--- src/rtl/cpu_fetch_pkg.sv ---
// Shared constants and the queued-entry type for the instruction prefetch stage.
package cpu_fetch_pkg;
  localparam int ADDR_W  = 10;
  localparam int INSTR_W = 16;
  localparam int PC_STEP = 2;
  localparam logic [ADDR_W-1:0] RESET_PC = '0;

  typedef struct packed {
    logic [INSTR_W-1:0] instr;
    logic [ADDR_W-1:0]  pc;
  } fetch_entry_t;
endpackage

--- src/rtl/fetch_fifo.sv ---
// Synchronous FIFO with flush, used for fetched words and for in-flight pc tags.
// Storage resets to zero so an empty queue presents an all-zero head.
module fetch_fifo #(
  parameter int WIDTH = 16,
  parameter int DEPTH = 4
) (
  input  logic                     clk,
  input  logic                     reset_n,
  input  logic                     flush,
  input  logic                     push,
  input  logic [WIDTH-1:0]         push_data,
  input  logic                     pop,
  output logic [WIDTH-1:0]         head,
  output logic                     empty,
  output logic                     full,
  output logic [$clog2(DEPTH):0]   count
);
  localparam int AW = $clog2(DEPTH);

  logic [WIDTH-1:0] mem_q [DEPTH];
  logic [WIDTH-1:0] mem_d [DEPTH];
  logic [AW-1:0]    rd_ptr_q, rd_ptr_d;
  logic [AW-1:0]    wr_ptr_q, wr_ptr_d;
  logic [AW:0]      count_q, count_d;
  logic             push_en, pop_en;

  assign empty   = (count_q == '0);
  assign full    = (count_q == (AW+1)'(DEPTH));
  assign head    = mem_q[rd_ptr_q];
  assign count   = count_q;
  assign pop_en  = pop && !empty;
  assign push_en = push && (!full || pop_en);

  always_comb begin
    mem_d    = mem_q;
    rd_ptr_d = rd_ptr_q;
    wr_ptr_d = wr_ptr_q;
    count_d  = count_q;
    if (flush) begin
      rd_ptr_d = '0;
      wr_ptr_d = '0;
      count_d  = '0;
    end else begin
      if (push_en) begin
        mem_d[wr_ptr_q] = push_data;
        wr_ptr_d        = wr_ptr_q + AW'(1);
      end
      if (pop_en) rd_ptr_d = rd_ptr_q + AW'(1);
      count_d = count_q + (AW+1)'(push_en) - (AW+1)'(pop_en);
    end
  end

  always_ff @(posedge clk or negedge reset_n) begin
    if (!reset_n) begin
      for (int i = 0; i < DEPTH; i++) mem_q[i] <= '0;
      rd_ptr_q <= '0;
      wr_ptr_q <= '0;
      count_q  <= '0;
    end else begin
      mem_q    <= mem_d;
      rd_ptr_q <= rd_ptr_d;
      wr_ptr_q <= wr_ptr_d;
      count_q  <= count_d;
    end
  end
endmodule

--- src/rtl/instr_fetch_queue.sv ---
// Prefetch stage: owns the fetch pointer, issues in-order IMEM reads under a
// DEPTH credit cap and queues returned words for decode. FETCH_BYPASS_EN adds a zero-latency empty-queue path.
module instr_fetch_queue
  import cpu_fetch_pkg::*;
#(
  parameter int DEPTH = 4
) (
  input  logic                    clk,
  input  logic                    reset_n,
  input  logic                    redirect,
  input  logic [ADDR_W-1:0]       redirect_pc,
  output logic                    imem_req,
  output logic [ADDR_W-1:0]       imem_addr,
  input  logic                    imem_gnt,
  input  logic                    imem_rvalid,
  input  logic [INSTR_W-1:0]      imem_rdata,
  output logic                    dec_valid,
  output logic [INSTR_W-1:0]      dec_instr,
  output logic [ADDR_W-1:0]       dec_pc,
  input  logic                    dec_ready,
  output logic [$clog2(DEPTH):0]  q_count
);
  localparam int CW = $clog2(DEPTH) + 1;

  logic [ADDR_W-1:0] fetch_ptr_q, fetch_ptr_d;
  logic [CW-1:0]     outstanding_q, outstanding_d;
  logic [CW-1:0]     drop_cnt_q, drop_cnt_d;
  logic              started_q, started_d;
  logic [CW:0]       credit_used;
  logic              issue, resp_keep, resp_drop, bypass;
  logic              data_push, data_pop, data_empty, data_full;
  logic [CW-1:0]     data_count, tag_count;
  logic              tag_empty, tag_full;
  logic [ADDR_W-1:0] tag_head;
  fetch_entry_t      data_in, data_head;

  // Requests already in flight count against queue space so a response always has a slot.
  assign credit_used = {1'b0, data_count} + {1'b0, outstanding_q};
  assign imem_req    = started_q && !redirect && (credit_used < (CW+1)'(DEPTH));
  assign imem_addr   = fetch_ptr_q;
  assign issue       = imem_req && imem_gnt;
  assign resp_keep   = imem_rvalid && (drop_cnt_q == '0);
  assign resp_drop   = imem_rvalid && (drop_cnt_q != '0);
  assign data_in     = '{instr: imem_rdata, pc: tag_head};

`ifdef FETCH_BYPASS_EN
  assign bypass = data_empty && resp_keep && !redirect;
`else
  assign bypass = 1'b0;
`endif

  // Decode handshake: an instruction moves on a cycle with dec_valid && dec_ready;
  // dec_valid never waits on dec_ready and the offered word holds until taken.
  assign data_push = resp_keep && !(bypass && dec_ready);
  assign data_pop  = dec_ready && !data_empty;
  assign dec_valid = !data_empty || bypass;
  assign dec_instr = bypass ? imem_rdata : data_head.instr;
  assign dec_pc    = bypass ? tag_head : data_head.pc;
  assign q_count   = data_count;

  always_comb begin
    fetch_ptr_d   = fetch_ptr_q;
    drop_cnt_d    = drop_cnt_q;
    started_d     = 1'b1;
    outstanding_d = outstanding_q + CW'(issue)
                  - CW'(imem_rvalid && (outstanding_q != '0));
    if (issue)     fetch_ptr_d = fetch_ptr_q + ADDR_W'(PC_STEP);
    if (resp_drop) drop_cnt_d  = drop_cnt_q - CW'(1);
    // Everything still in flight after this cycle belongs to the abandoned stream.
    if (redirect) begin
      fetch_ptr_d = redirect_pc;
      drop_cnt_d  = outstanding_d;
    end
  end

  always_ff @(posedge clk or negedge reset_n) begin
    if (!reset_n) begin
      fetch_ptr_q   <= RESET_PC;
      outstanding_q <= '0;
      drop_cnt_q    <= '0;
      started_q     <= 1'b0;
    end else begin
      fetch_ptr_q   <= fetch_ptr_d;
      outstanding_q <= outstanding_d;
      drop_cnt_q    <= drop_cnt_d;
      started_q     <= started_d;
    end
  end

  fetch_fifo #(.WIDTH($bits(fetch_entry_t)), .DEPTH(DEPTH)) u_data_fifo (
    .clk       (clk),
    .reset_n   (reset_n),
    .flush     (redirect),
    .push      (data_push),
    .push_data (data_in),
    .pop       (data_pop),
    .head      (data_head),
    .empty     (data_empty),
    .full      (data_full),
    .count     (data_count)
  );

  fetch_fifo #(.WIDTH(ADDR_W), .DEPTH(DEPTH)) u_tag_fifo (
    .clk       (clk),
    .reset_n   (reset_n),
    .flush     (redirect),
    .push      (issue),
    .push_data (fetch_ptr_q),
    .pop       (resp_keep),
    .head      (tag_head),
    .empty     (tag_empty),
    .full      (tag_full),
    .count     (tag_count)
  );

  always_ff @(posedge clk) begin
    if (reset_n) begin
      assert (!(data_push && data_full));
      assert (!(issue && tag_full));
      assert (!(resp_keep && tag_empty));
      assert (({1'b0, tag_count} + {1'b0, drop_cnt_q}) == {1'b0, outstanding_q});
    end
  end
endmodule

--- config.mk ---
export PLATFORM = sky130hd
export DESIGN_NAME = instr_fetch_queue
export DESIGN_NICKNAME = d
export VERILOG_FILES = /design/src/rtl/cpu_fetch_pkg.sv /design/src/rtl/fetch_fifo.sv /design/src/rtl/instr_fetch_queue.sv
export SDC_FILE = /design/constraint.sdc
export NUM_CORES = 1
export LEC_CHECK = 0
export ABC_AREA = 1
export CORE_ASPECT_RATIO = 1.25
export CORE_UTILIZATION = 50
export DETAILED_ROUTE_END_ITERATION = 6
export GPL_ROUTABILITY_DRIVEN = 0
export HOLD_SLACK_MARGIN = 0.15
export PLACE_DENSITY = 0.72
export SYNTH_ARGS = -nofsm -noshare
export SYNTH_HDL_FRONTEND = slang
export SYNTH_SLANG_ARGS = --single-unit
--- constraint.sdc ---
create_clock -name clk -period 3.5 [get_ports clk]
set_input_delay 0.7 -clock clk [delete_from_list [all_inputs] [get_ports clk]]
set_output_delay 0.7 -clock clk [all_outputs]
set_load 0.02 [all_outputs]
# Word-level counts from Yosys, hierarchy flattened
# Index checks and enable logic that the tools add are counted.
[totals] reg_bits=175 latch_bits=0 ramBits=0 mem_bits_ro=0 inputBits=32 output_inout_bits=41 wordCells=104 mem_count=0
[op_classes] n_addsub=13 n_mul=0 div_mod_pow=0 n_lt_le_gt_ge=7 n_eq_ne=2 shift=0 muxes=26 bitwise_logic=5 n_reduce_logical=33
[ops] cell="$bwmux W104" count=1
[ops] cell="$mux W26" count=3
[ops] cell="$bmux W26 S2" count=1
[ops] cell="$demux W26 S2" count=1
[ops] cell="$mux W10" count=5
[ops] cell="$bwmux W40" count=1
[ops] cell="$bmux W10 S2" count=1
[ops] cell="$demux W10 S2" count=1
[ops] cell="$mux W2" count=8
[ops] cell="$logic_and A1 B1 Y1" count=13
[ops] cell="$ge A3 B3 Y1 const B" count=4
[ops] cell="$mux W3" count=4
[ops] cell="$not A2 Y3" count=4
[ops] cell="$reduce_bool A2 Y1" count=6
[ops] cell="$add A10 B2 Y10 const B" count=1
[ops] cell="$add A3 B1 Y3" count=3
[ops] cell="$logic_not A3 Y1" count=3
[ops] cell="$sub A3 B1 Y3" count=3
[ops] cell="$add A2 B1 Y2 const B" count=4
[ops] cell="$eq A3 B3 Y1 const B" count=2
[ops] cell="$lt A3 B1 Y1 const B" count=2
[ops] cell="$reduce_bool A3 Y1" count=2
[ops] cell="$logic_not A1 Y1" count=5
[ops] cell="$add A3 B3 Y4" count=1
[ops] cell="other kinds (5)" count=7

# Depth between registers and ports, before layout
# Gate-level depths: netlist of the first run.
[depth] ltp_word=9 mapped_depth=16 mapped_depth_nobuf=16

# Cells and area by module
# A second synthesis of the first run with hierarchy kept.
[unflattened] hier_cells=1077 area_unflattened_um2=8614.5
[modules_own_cells] mod="fetch_fifo (u_data_fifo)" instances=1 cells_per_inst=643 area_per_inst_um2=5188.7 seq_area_each_um2=2777.7
[modules_own_cells] mod="fetch_fifo (u_tag_fifo)" instances=1 cells_per_inst=281 area_per_inst_um2=2292.2 seq_area_each_um2=1176.1
[modules_own_cells] mod="instr_fetch_queue" instances=1 cells_per_inst=153 area_per_inst_um2=1133.6 seq_area_each_um2=425.4

# Worst setup path after synthesis of the first run
# Ideal clock, no wire load.
[synth_path] kind="in2reg" from="input redirect" to="register drop_cnt_q[2]" setup_ns=0.123 arrival_ns=2.700 t_required_ns=3.377 setup_slack_ns=0.677 cell_stages=15 n_path_buf=1 cell_sequence="buf_2 -> inv_2 -> nand3_2 -> nor2_4 -> nand2_2 -> ha_1 -> inv_1 -> ha_1 -> fa_1 -> nor2_1 -> inv_1 -> nand3_1 -> nand2_1 -> o21ai_0 -> nand2_1"
[synth_between] elab_chain_len=7 elab_cells_between_ends=8 cone_classes="add/sub (2); mux (1); reduce/logical (5)"
[synth_lines] item="from (decl)" line_no="instr_fetch_queue.sv:10" source="input logic redirect,"
[synth_lines] item="$logic_not A1 Y1" line_no="instr_fetch_queue.sv:39" source="assign imem_req = started_q && !redirect && (credit_used < (CW+1)'(DEPTH));"
[synth_lines] item="$logic_and A1 B1 Y1 (2 in a row)" line_no="instr_fetch_queue.sv:39"
[synth_lines] item="via imem_req" line_no="instr_fetch_queue.sv:12" source="output logic imem_req,"
[synth_lines] item="$logic_and A1 B1 Y1" line_no="instr_fetch_queue.sv:41" source="assign issue = imem_req && imem_gnt;"
[synth_lines] item="$add A3 B1 Y3" line_no="instr_fetch_queue.sv:65" source="outstanding_d = outstanding_q + CW'(issue)"
[synth_lines] item="$sub A3 B1 Y3" line_no="instr_fetch_queue.sv:66" source="- CW'(imem_rvalid && (outstanding_q != '0));"
[synth_lines] item="via outstanding_d[2]" line_no="instr_fetch_queue.sv:26" source="logic [CW-1:0] outstanding_q, outstanding_d;"
[synth_lines] item="$mux W3" line_no="instr_fetch_queue.sv:70" source="if (redirect) begin"
[synth_lines] item="to (signal assigned)" line_no="instr_fetch_queue.sv:85" source="drop_cnt_q <= drop_cnt_d;"
[synth_lines] item="to (decl)" line_no="instr_fetch_queue.sv:27" source="logic [CW-1:0] drop_cnt_q, drop_cnt_d;"
# The timed path passes the listed nets, and every way through them passes these cells.
# A chain may end at the register's enable or synchronous reset.

# Final worst setup path of the first run
[layout_path] from="register u_data_fifo.rd_ptr_q[1]" to="output dec_pc[3]"
[layout_between] elab_chain_len=4
[layout_lines] item="from (decl)" line_no="fetch_fifo.sv:22" source="logic [AW-1:0] rd_ptr_q, rd_ptr_d;"
[layout_lines] item="from (signal assigned)" line_no="fetch_fifo.sv:61" source="rd_ptr_q <= rd_ptr_d;"
[layout_lines] item="$not A2 Y3 (not written as such)" line_no="fetch_fifo.sv:29" source="assign head = mem_q[rd_ptr_q];"
[layout_lines] item="$bmux W26 S2" line_no="fetch_fifo.sv:29"
[layout_lines] item="$mux W26 (not written as such) (2 in a row)" line_no="fetch_fifo.sv:29"
[layout_lines] item="to (decl)" line_no="instr_fetch_queue.sv:19" source="output logic [ADDR_W-1:0] dec_pc,"
# Every way passes these cells. The select of a mux whose other input is x is not followed.

==> results.md, run 1 <==
Worst setup path:
- The endpoint type of the worst setup path is a primary output.
- Traced cell by cell, the critical path runs through inv_1, buf_12, o21ai_0, o22ai_1, clkdlybuf4s50_1.
- The cell class contributing the biggest share of worst-path delay is buffers and inverters.
- The count of buffering cells on the critical path with inverters included is 3.
- The required arrival time at the worst endpoint is 2.80 ns.
- The largest driver fanout on the critical path is 25.
- At the worst endpoint, the arrival time is 2.47 ns.
- The slowest cell on the critical path is sky130_fd_sc_hd__dfrtp_1.
- STA classifies the critical path startpoint as a flip-flop.
- The total number of cells along the worst setup path is 5.
- Measured in cells, the most critical reg-to-reg path has a length of 15.
- The category of the most critical setup path is flip-flop to primary output.
- For this run, the slowest stage of the critical path takes 0.65 ns.

Global route:
- The number of antenna violations at the first check in global routing is 0.
- After global routing the overflow that remains totals 0.
- Global routing consumed, over all layers together, 25.9% of the routing resources.
- The global-route wire length before repair is 36.7 mm.
- The via count of the first global-routing pass was 7294.
- The pin count of the biggest net entering global routing is 68.

Pwr:
- The analysis attributes to net switching a power of 2640 uW.
- The clock network accounts for 24.8% of the total power.
- After layout, the design draws a total of 7110 uW.
- The leakage power total is 0.00534 uW.
- The internal portion of the total power is 4460 uW.
- The relative contribution of sequential cells to total power is 38.7%.
- Net switching is 37.2% of the power.
- The power density over the cells is 702 mW/mm^2.
- IR analysis of the VDD net gives a maximum drop of 0.428 mV.
- The combinational power share is 36.6%.

Yosys:
- The synthesized instance count is 1099.
- The post-synthesis async set-or-reset flop share is 100%.
- Ranked by instance count, the synthesized netlist is headed by sky130_fd_sc_hd__nand2_1, sky130_fd_sc_hd__dfrtp_1, sky130_fd_sc_hd__nand3_1.
- For this run, the leading register cell type out of synthesis is sky130_fd_sc_hd__dfrtp_1.
- The count of unique library cells instantiated by Yosys is 31.
- The largest area contributor in the synthesized netlist is sky130_fd_sc_hd__dfrtp_1.
- The post-synthesis net count is 1153.
- After synthesis, the cell types taking the most area are sky130_fd_sc_hd__dfrtp_1, sky130_fd_sc_hd__nand2_1, sky130_fd_sc_hd__nand3_1, sky130_fd_sc_hd__o21ai_0, sky130_fd_sc_hd__nor2_1.
- By instance count, the leading cell after synthesis is sky130_fd_sc_hd__nand2_1.
- Summing every instance area after synthesis gives 0.00883 mm^2.
- Sequential elements use 49.6% of the synthesized area.
- A synthesized cell averages 8.04 um^2.
- The synthesized design contains 0 enable-type register cells.
- The area share of the leading cell type in the synthesized netlist is 49.6%.
- The Yosys step of the flow raised 0 warnings.
- In this run, synthesis produced a sequential element count of 175.

Floorplanning:
- For this configuration, the core starts out at a cell density of 51.8%.
- The total area inside the core boundary comes to 0.0170 mm^2.
- The overall die height is 151 um.
- During I/O placement, the number of pins put on the boundary was 73.
- The full die area is 0.0182 mm^2.
- The floorplan row count is 53.
- The die outline width is 121 um.

Layout:
- The repair_antennas step left the layout with diodes totalling 0.
- The fraction of layout cells with a size suffix above 1 is 5.76%.
- At the end of the flow, the number of nets in the layout was 1188.
- The area of combinational cells with multiple inputs is 0.00385 mm^2.
- The area growth from synthesis to layout is 14.7%.
- The number of fill cells in the layout is 1545.
- The sequential standard cell area is 0.00438 mm^2.
- The utilization after layout is 59.4%.

Clock tree:
- Buffers added to address setup during post-CTS repair amount to 0.
- The H-tree generated during clock tree synthesis spans 4 levels.
- The root cell of the clock tree is sky130_fd_sc_hd__clkbuf_16.
- The number of hold buffers added after CTS was 0.
- The clock tree from TritonCTS is done.
- Counting along the longest clock path gives a buffer depth of 2.
- Once the clock tree was built, the resizer swapped 0 gates to a different size.
- The worst-skew pair later-pin latency is 0.43 ns.
- The CTS clock-pin slew for the worst setup and hold paths is 0.06 ns.
- The clock net in this run drives a total of 175 sinks.
- In this run, CTS created clock tree buffers numbering 17.

Timing:
- Across the routed clock network, the largest skew measured is 0.00905 ns.
- For this run, the top clock speed supported by timing is 0.315 GHz.
- The count of endpoints failing setup in the final report is 0.
- Counting I/O delays and the setup requirement, the final critical path takes 3.17 ns.
- The final count of hold timing violations is 0.
- Setup repair after global routing left no endpoint under its margin.
- The final period utilization is 90.6%.
- For the pin with the worst max-slew slack, the measured transition is 0.820 ns.
- The number of max-slew violations in the final report is 0.
- After routing, the total negative slack on setup checks comes to 0 ns.
- The worst pin sits at a relative slew slack of 45.3%.

Detailed routing:
- The routed via count divided by cell count is 5.50.
- The final layout contains routed wiring with a total length of 22.3 mm.
- After the first detailed-routing iteration, the DRC count stood at 579.
- After detailed routing, the average wire length per cell comes to 16.3 um.
- The final antenna-violating net count is 0.
- The routed via count is 7502.
- The first detailed-routing pass ran for 5 iterations.
- The post-route DRC violation count is 0.

Place:
- The post-detailed-placement half-perimeter wirelength is 13.7 mm.
- The number of buffer cells added on primary ports is 72.

Run status:
- The run finished with clean final reports.

Worst hold path:
- The path class of the tightest hold or removal check is input port to asynchronous set/reset pin.

Run:
- The max-cap check violation count is 0.
## metrics by stage
| stage | hold WS (ns) | std cells | worst slack [ns] | area, um^2 |
|---|---|---|---|---|
| 2_1_floorplan | 0.404 | 1099 | 0.677 | 8830 |
| 3_3_place_gp | 0.448 | 1335 | 0.430 | 9590 |
| 3_5_place_dp | 0.454 | 1335 | 0.396 | 9590 |
| 4_1_cts | 0.295 | 1365 | 0.282 | 10100 |
| 5_1_grt | 0.324 | 1365 | 0.181 | 10100 |
| 6_report | 0.275 | 1365 | 0.329 | 10100 |
## cell usage in the layout, fill, tap and decap left out, types with 9 or more instances in the layout
cell type	count
sky130_fd_sc_hd__dfrtp_1	175
sky130_fd_sc_hd__nand3_1	132
sky130_fd_sc_hd__inv_1	39
sky130_fd_sc_hd__nor2_1	87
sky130_fd_sc_hd__nand4_1	42
sky130_fd_sc_hd__clkbuf_16	17
sky130_fd_sc_hd__o21ai_0	82
sky130_fd_sc_hd__buf_4	22
sky130_fd_sc_hd__nand2_1	369
sky130_fd_sc_hd__ha_1	19
sky130_fd_sc_hd__o21a_1	9
sky130_fd_sc_hd__o22ai_1	26
sky130_fd_sc_hd__clkdlybuf4s50_1	71
## cells by family after synthesis
| kind of cell | synth area share (%) |
|---|---|
| other cells | 0.0425 |
| buf+inv | 6.97 |
| simple gates | 31.4 |
| flops | 49.6 |
| fa+ha+maj | 3.37 |
| xor+xnor | 0.793 |
| compound gates | 7.82 |
## routing by layer
metal | vias up | GRT usage [%] | part of all wire [%]
met1 | 3573 | 33.5 | 42
met5 | - | 0 | 0
met4 | 0 | 9.32 | 2.1
met2 | 229 | 44.0 | 51
met3 | 29 | 4.13 | 4.8
li1 | 3671 | - | -
## layout make-up
| type | instances | area share (%) |
|---|---|---|
| clock inverters | 6 | 0.605 |
| inverters | 44 | 1.63 |
| multi-input cells | 800 | 38.0 |
| flip-flops and latches | 175 | 43.2 |
| clock buffers | 24 | 4.66 |
| well taps | 220 | 2.72 |
| repair buffers | 96 | 9.15 |
## power by group through the flow
| stage | combinational, uW | clock (uW) | sequential (uW) |
|---|---|---|---|
| final | 2600 | 1760 | 2750 |
| after detailed placement | 2580 | 0 | 2780 |
| after floorplan | 1640 | 0 | 2700 |
| after global placement | 2550 | 0 | 2770 |
| after CTS | 2610 | 1780 | 2740 |
| after global routing | 2870 | 1870 | 2790 |
## sequential cells by signal (all words and copies together) (netlist names)
| register | flops |
|---|---|
| imem_addr | 10 |
| started_q | 1 |
| u_tag_fifo.count | 3 |
| u_data_fifo.mem_q | 104 |
| drop_cnt_q | 3 |
| u_tag_fifo.mem_q | 40 |
| u_tag_fifo.wr_ptr_q | 2 |
| u_tag_fifo.rd_ptr_q | 2 |
| outstanding_q | 3 |
| u_data_fifo.wr_ptr_q | 2 |
| u_data_fifo.count | 3 |
| u_data_fifo.rd_ptr_q | 2 |
## worst paths after layout
path                                                     startpoint                           endpoint  slack (ns)
max in group asynchronous                                   reset_n  u_data_fifo.mem_q[14]$_DFFE_PN0P_        2.45
worst max-delay path            u_data_fifo.rd_ptr_q[1]$_DFFE_PN0P_                          dec_pc[3]        0.33
worst min register to register    u_data_fifo.mem_q[70]$_DFFE_PN0P_  u_data_fifo.mem_q[70]$_DFFE_PN0P_        0.47
worst min-delay path                                        reset_n  u_data_fifo.mem_q[98]$_DFFE_PN0P_        0.27
worst max register to register       u_data_fifo.count[1]$_DFF_PN0_          drop_cnt_q[2]$_DFFE_PN0P_        0.75
min in group clk                  u_data_fifo.mem_q[70]$_DFFE_PN0P_  u_data_fifo.mem_q[70]$_DFFE_PN0P_        0.47
No activity file was read; power rests on OpenSTA's default activity.
==> inputs of run 2 (changes only) <==
--- a/config.mk
+++ b/config.mk
@@ -8,4 +8,4 @@
 export ABC_AREA = 1
-export CORE_ASPECT_RATIO = 1.25
 export CORE_UTILIZATION = 50
+export CTS_CLUSTER_SIZE = 40
 export DETAILED_ROUTE_END_ITERATION = 6
--- a/constraint.sdc
+++ b/constraint.sdc
@@ -3,2 +3,2 @@
 set_output_delay 0.7 -clock clk [all_outputs]
-set_load 0.02 [all_outputs]
+set_load 0.005 [all_outputs]
==> results.md, run 2 (same netlist as run 1, synthesis figures left out) <==
Global route:
- The number of antenna violations at the first check in global routing is 0 (unchanged).
- The global-route wire length before repair came to 37.6 mm (+2.3%).
- The total routing usage reported by global routing was 26.6% (+0.64 points).
- The global route total overflow was 0 (unchanged).
- The pin count of the biggest net entering global routing came to 81 (+19%).
- The via count of the first global-routing pass is 7317 (+0.32%).

Timing:
- The post-route clock skew is 0.00649 ns (-0.00257 ns).
- The number of max-slew violations in the final report was 0 (unchanged).
- The minimum hold slack came to 0.293 ns (+0.0187 ns).
- The slew at the pin closest to its max-slew limit is 0.825 ns (+0.00520 ns).
- The fmax is 0.329 GHz (+4.4%).
- The final period utilization is 86.8% (-3.8 points).
- The total negative slack came to 0 ns (unchanged).
- The final count of hold timing violations is 0 (unchanged).
- The worst setup margin is 0.461 ns (+0.133 ns).
- The final period demand of the worst path is 3.04 ns (-0.133 ns).
- Setup repair after global routing left no endpoint under its margin.
- The count of endpoints failing setup in the final report is 0 (unchanged).
- The worst max-slew margin expressed relative to the limit is 45.0% (-0.35 points).

Worst hold path:
- The tightest min-delay check is of the input port to asynchronous set/reset pin type.

Detailed routing:
- The number of design-rule violations left by the first detailed-router iteration is 704 (+22%).
- The routed via count is 7629 (+1.7%).
- The total iterations of the first detailed-routing run is 7 (+2).
- The final antenna-violating net count came to 0 (unchanged).
- The post-route DRC violation count is 0 (unchanged).
- The routed via count divided by cell count is 5.57 (+1.4%).
- The post-detailed-routing wire length is 22.7 mm (+1.8%).
- The average wire per cell in the routed design is 16.6 um (+1.5%).

Layout:
- The fraction of layout cells with a size suffix above 1 is 6.12% (+0.35 points).
- The net count reported at finish came to 1185 (-0.25%).
- The top register by number of flip-flops is u_data_fifo.mem_q.
- The library cell used most frequently in the layout, excluding fill and tap cells, is sky130_fd_sc_hd__nand2_1.
- The flip-flop count of the largest register after layout is 104 (unchanged).
- The signed area change from the synthesized netlist to the final layout is 15.4%.
- The library cells used most frequently in the layout, excluding fill and tap cells, are sky130_fd_sc_hd__nand2_1, sky130_fd_sc_hd__dfrtp_1, sky130_fd_sc_hd__nand3_1.
- The number of fill cells in the layout came to 1534 (-0.71%).
- The antenna diode count came to 0 (unchanged).

Clock tree:
- The worst-skew pair later-pin latency is 0.44 ns (about the same).
- TritonCTS built the clock tree.
- CTS placed an instance of sky130_fd_sc_hd__clkbuf_16 at the clock tree root.
- The TritonCTS sink count came to 175 (unchanged).
- The buffers inserted during post-CTS setup optimization is 0 (unchanged).
- The number of gates resized after CTS is 0 (unchanged).
- The number of buffers created by CTS is 17 (unchanged).
- The maximum level of the CTS H-tree is 4 (unchanged).
- The CTS clock-pin slew for the worst setup and hold paths was 0.06 ns (about the same).
- The number of hold buffers added after CTS is 0 (unchanged).
- The maximum buffer depth of the clock tree is 2 (unchanged).

Run:
- The max-cap check violation count is 0 (unchanged).

Place:
- The pre-CTS setup slack is 0.220 ns (-0.176 ns).
- The post-detailed-placement half-perimeter wirelength is 13.3 mm (-3.0%).
- The number of buffer cells added on primary ports came to 72 (unchanged).

Run status:
- The flow ran to the end, and the final reports show no timing, DRC or antenna violations.

Floorplanning:
- The floorplan row count is 48 (-9.4%).
- The number of primary I/O pins is 73 (unchanged).
- The starting density of the core is 51.1% (-0.76 points).
- The full die area is 0.0182 mm^2 (about the same).
- The die outline width is 135 um (+12%).
- The placeable core area is 0.0173 mm^2 (+1.5%).
- The overall die height is 135 um (-10%).

Worst setup path:
- The required arrival time at the worst endpoint came to 2.80 ns (about the same).
- STA classifies the critical path startpoint as a flip-flop.
- The termination of the worst setup path is dec_pc[6].
- The worst setup path is captured at a primary output.
- The slack of the worst reg-to-reg path is 0.61 ns (-0.14 ns).
- The largest driver fanout on the critical path came to 20 (-20%).
- The startpoint of the worst register-to-register path is u_data_fifo.count[1]$_DFF_PN0_.
- The worst setup path is of the flip-flop to primary output kind.
- The depth of the worst register-to-register path came to 15 (unchanged).
- The end of the worst register-to-register path is drop_cnt_q[2]$_DFFE_PN0P_.
- The signal arrival time at the worst endpoint came to 2.34 ns (-0.13 ns).
- The start point of the critical path is u_data_fifo.rd_ptr_q[0]$_DFFE_PN0P_.

Pwr:
- The maximum VDD drop is 0.376 mV (-12%).
- The leakage power total is 0.00537 uW (+0.63%).
- The power density over the cells came to 692 mW/mm^2 (-1.4%).
-- run 2: changes by cell type in the layout (fill, tap and decap cells not counted), sizes merged --
cell | before | now
bufinv | 1 | 3
clkbuf | 24 | 22
clkinv | 6 | 9
clkinvlp | 1 | 0
buf | 25 | 22
-- run 2: per-layer routing --
layer | routed length [um] | vias up | track usage [%]
li1 | - | 3664 | -
met1 | 10000 | 3683 | 35.6
met2 | 11000 | 263 | 43.4
met3 | 1410 | 19 | 5.52
met4 | 222 | 0 | 8.05
met5 | 0 | - | 0
-- run 2: worst min-delay path by stage --
| stage | to | slack (ns) |
|---|---|---|
| final | u_data_fifo.mem_q[18]$_DFFE_PN0P_ | 0.29 |
| after global routing | u_data_fifo.mem_q[18]$_DFFE_PN0P_ | 0.36 |
| after CTS | u_data_fifo.mem_q[43]$_DFFE_PN0P_ | 0.34 |
| after detailed placement | u_data_fifo.mem_q[46]$_DFFE_PN0P_ | 0.45 |
| after global placement | u_data_fifo.mem_q[44]$_DFFE_PN0P_ | 0.45 |
| after floorplan | drop_cnt_q[0]$_DFFE_PN0P_ | 0.40 |
-- run 2: area by class of cell --
type,instances,area [um^2],area share (%)
clock buffer,22,494,4.85
sequential,175,4380,43.0
clock inverter,10,133,1.30
inverter,44,165,1.62
timing repair buffer,93,892,8.75
tap,225,282,2.76
multi-input combinational,800,3850,37.7
-- run 2: worst max-delay path, stage by stage (launching register included) --
cell and delay, ns:
sky130_fd_sc_hd__dfrtp_1 0.38, sky130_fd_sc_hd__clkinv_1 0.27, sky130_fd_sc_hd__buf_4 0.32, sky130_fd_sc_hd__o21ai_0 0.11
sky130_fd_sc_hd__o22ai_1 0.26, sky130_fd_sc_hd__clkdlybuf4s50_1 0.56
-- run 2: metrics by stage --
stage	total power (uW)	util [%]	std cells	cell area, um^2
after floorplan	4060	-	1099	8830
after global placement	5010	55.3	1337	9570
after detailed placement	5060	55.3	1337	9570
after CTS	7070	58.9	1369	10200
after global routing	7500	58.9	1369	10200
final	7060	58.9	1369	10200
-- run 2: where the power goes --
group	internal [uW]	total, uW	switching, uW
combinational	1000	2310	1310
sequential	2430	2740	304
clock	1210	2010	795
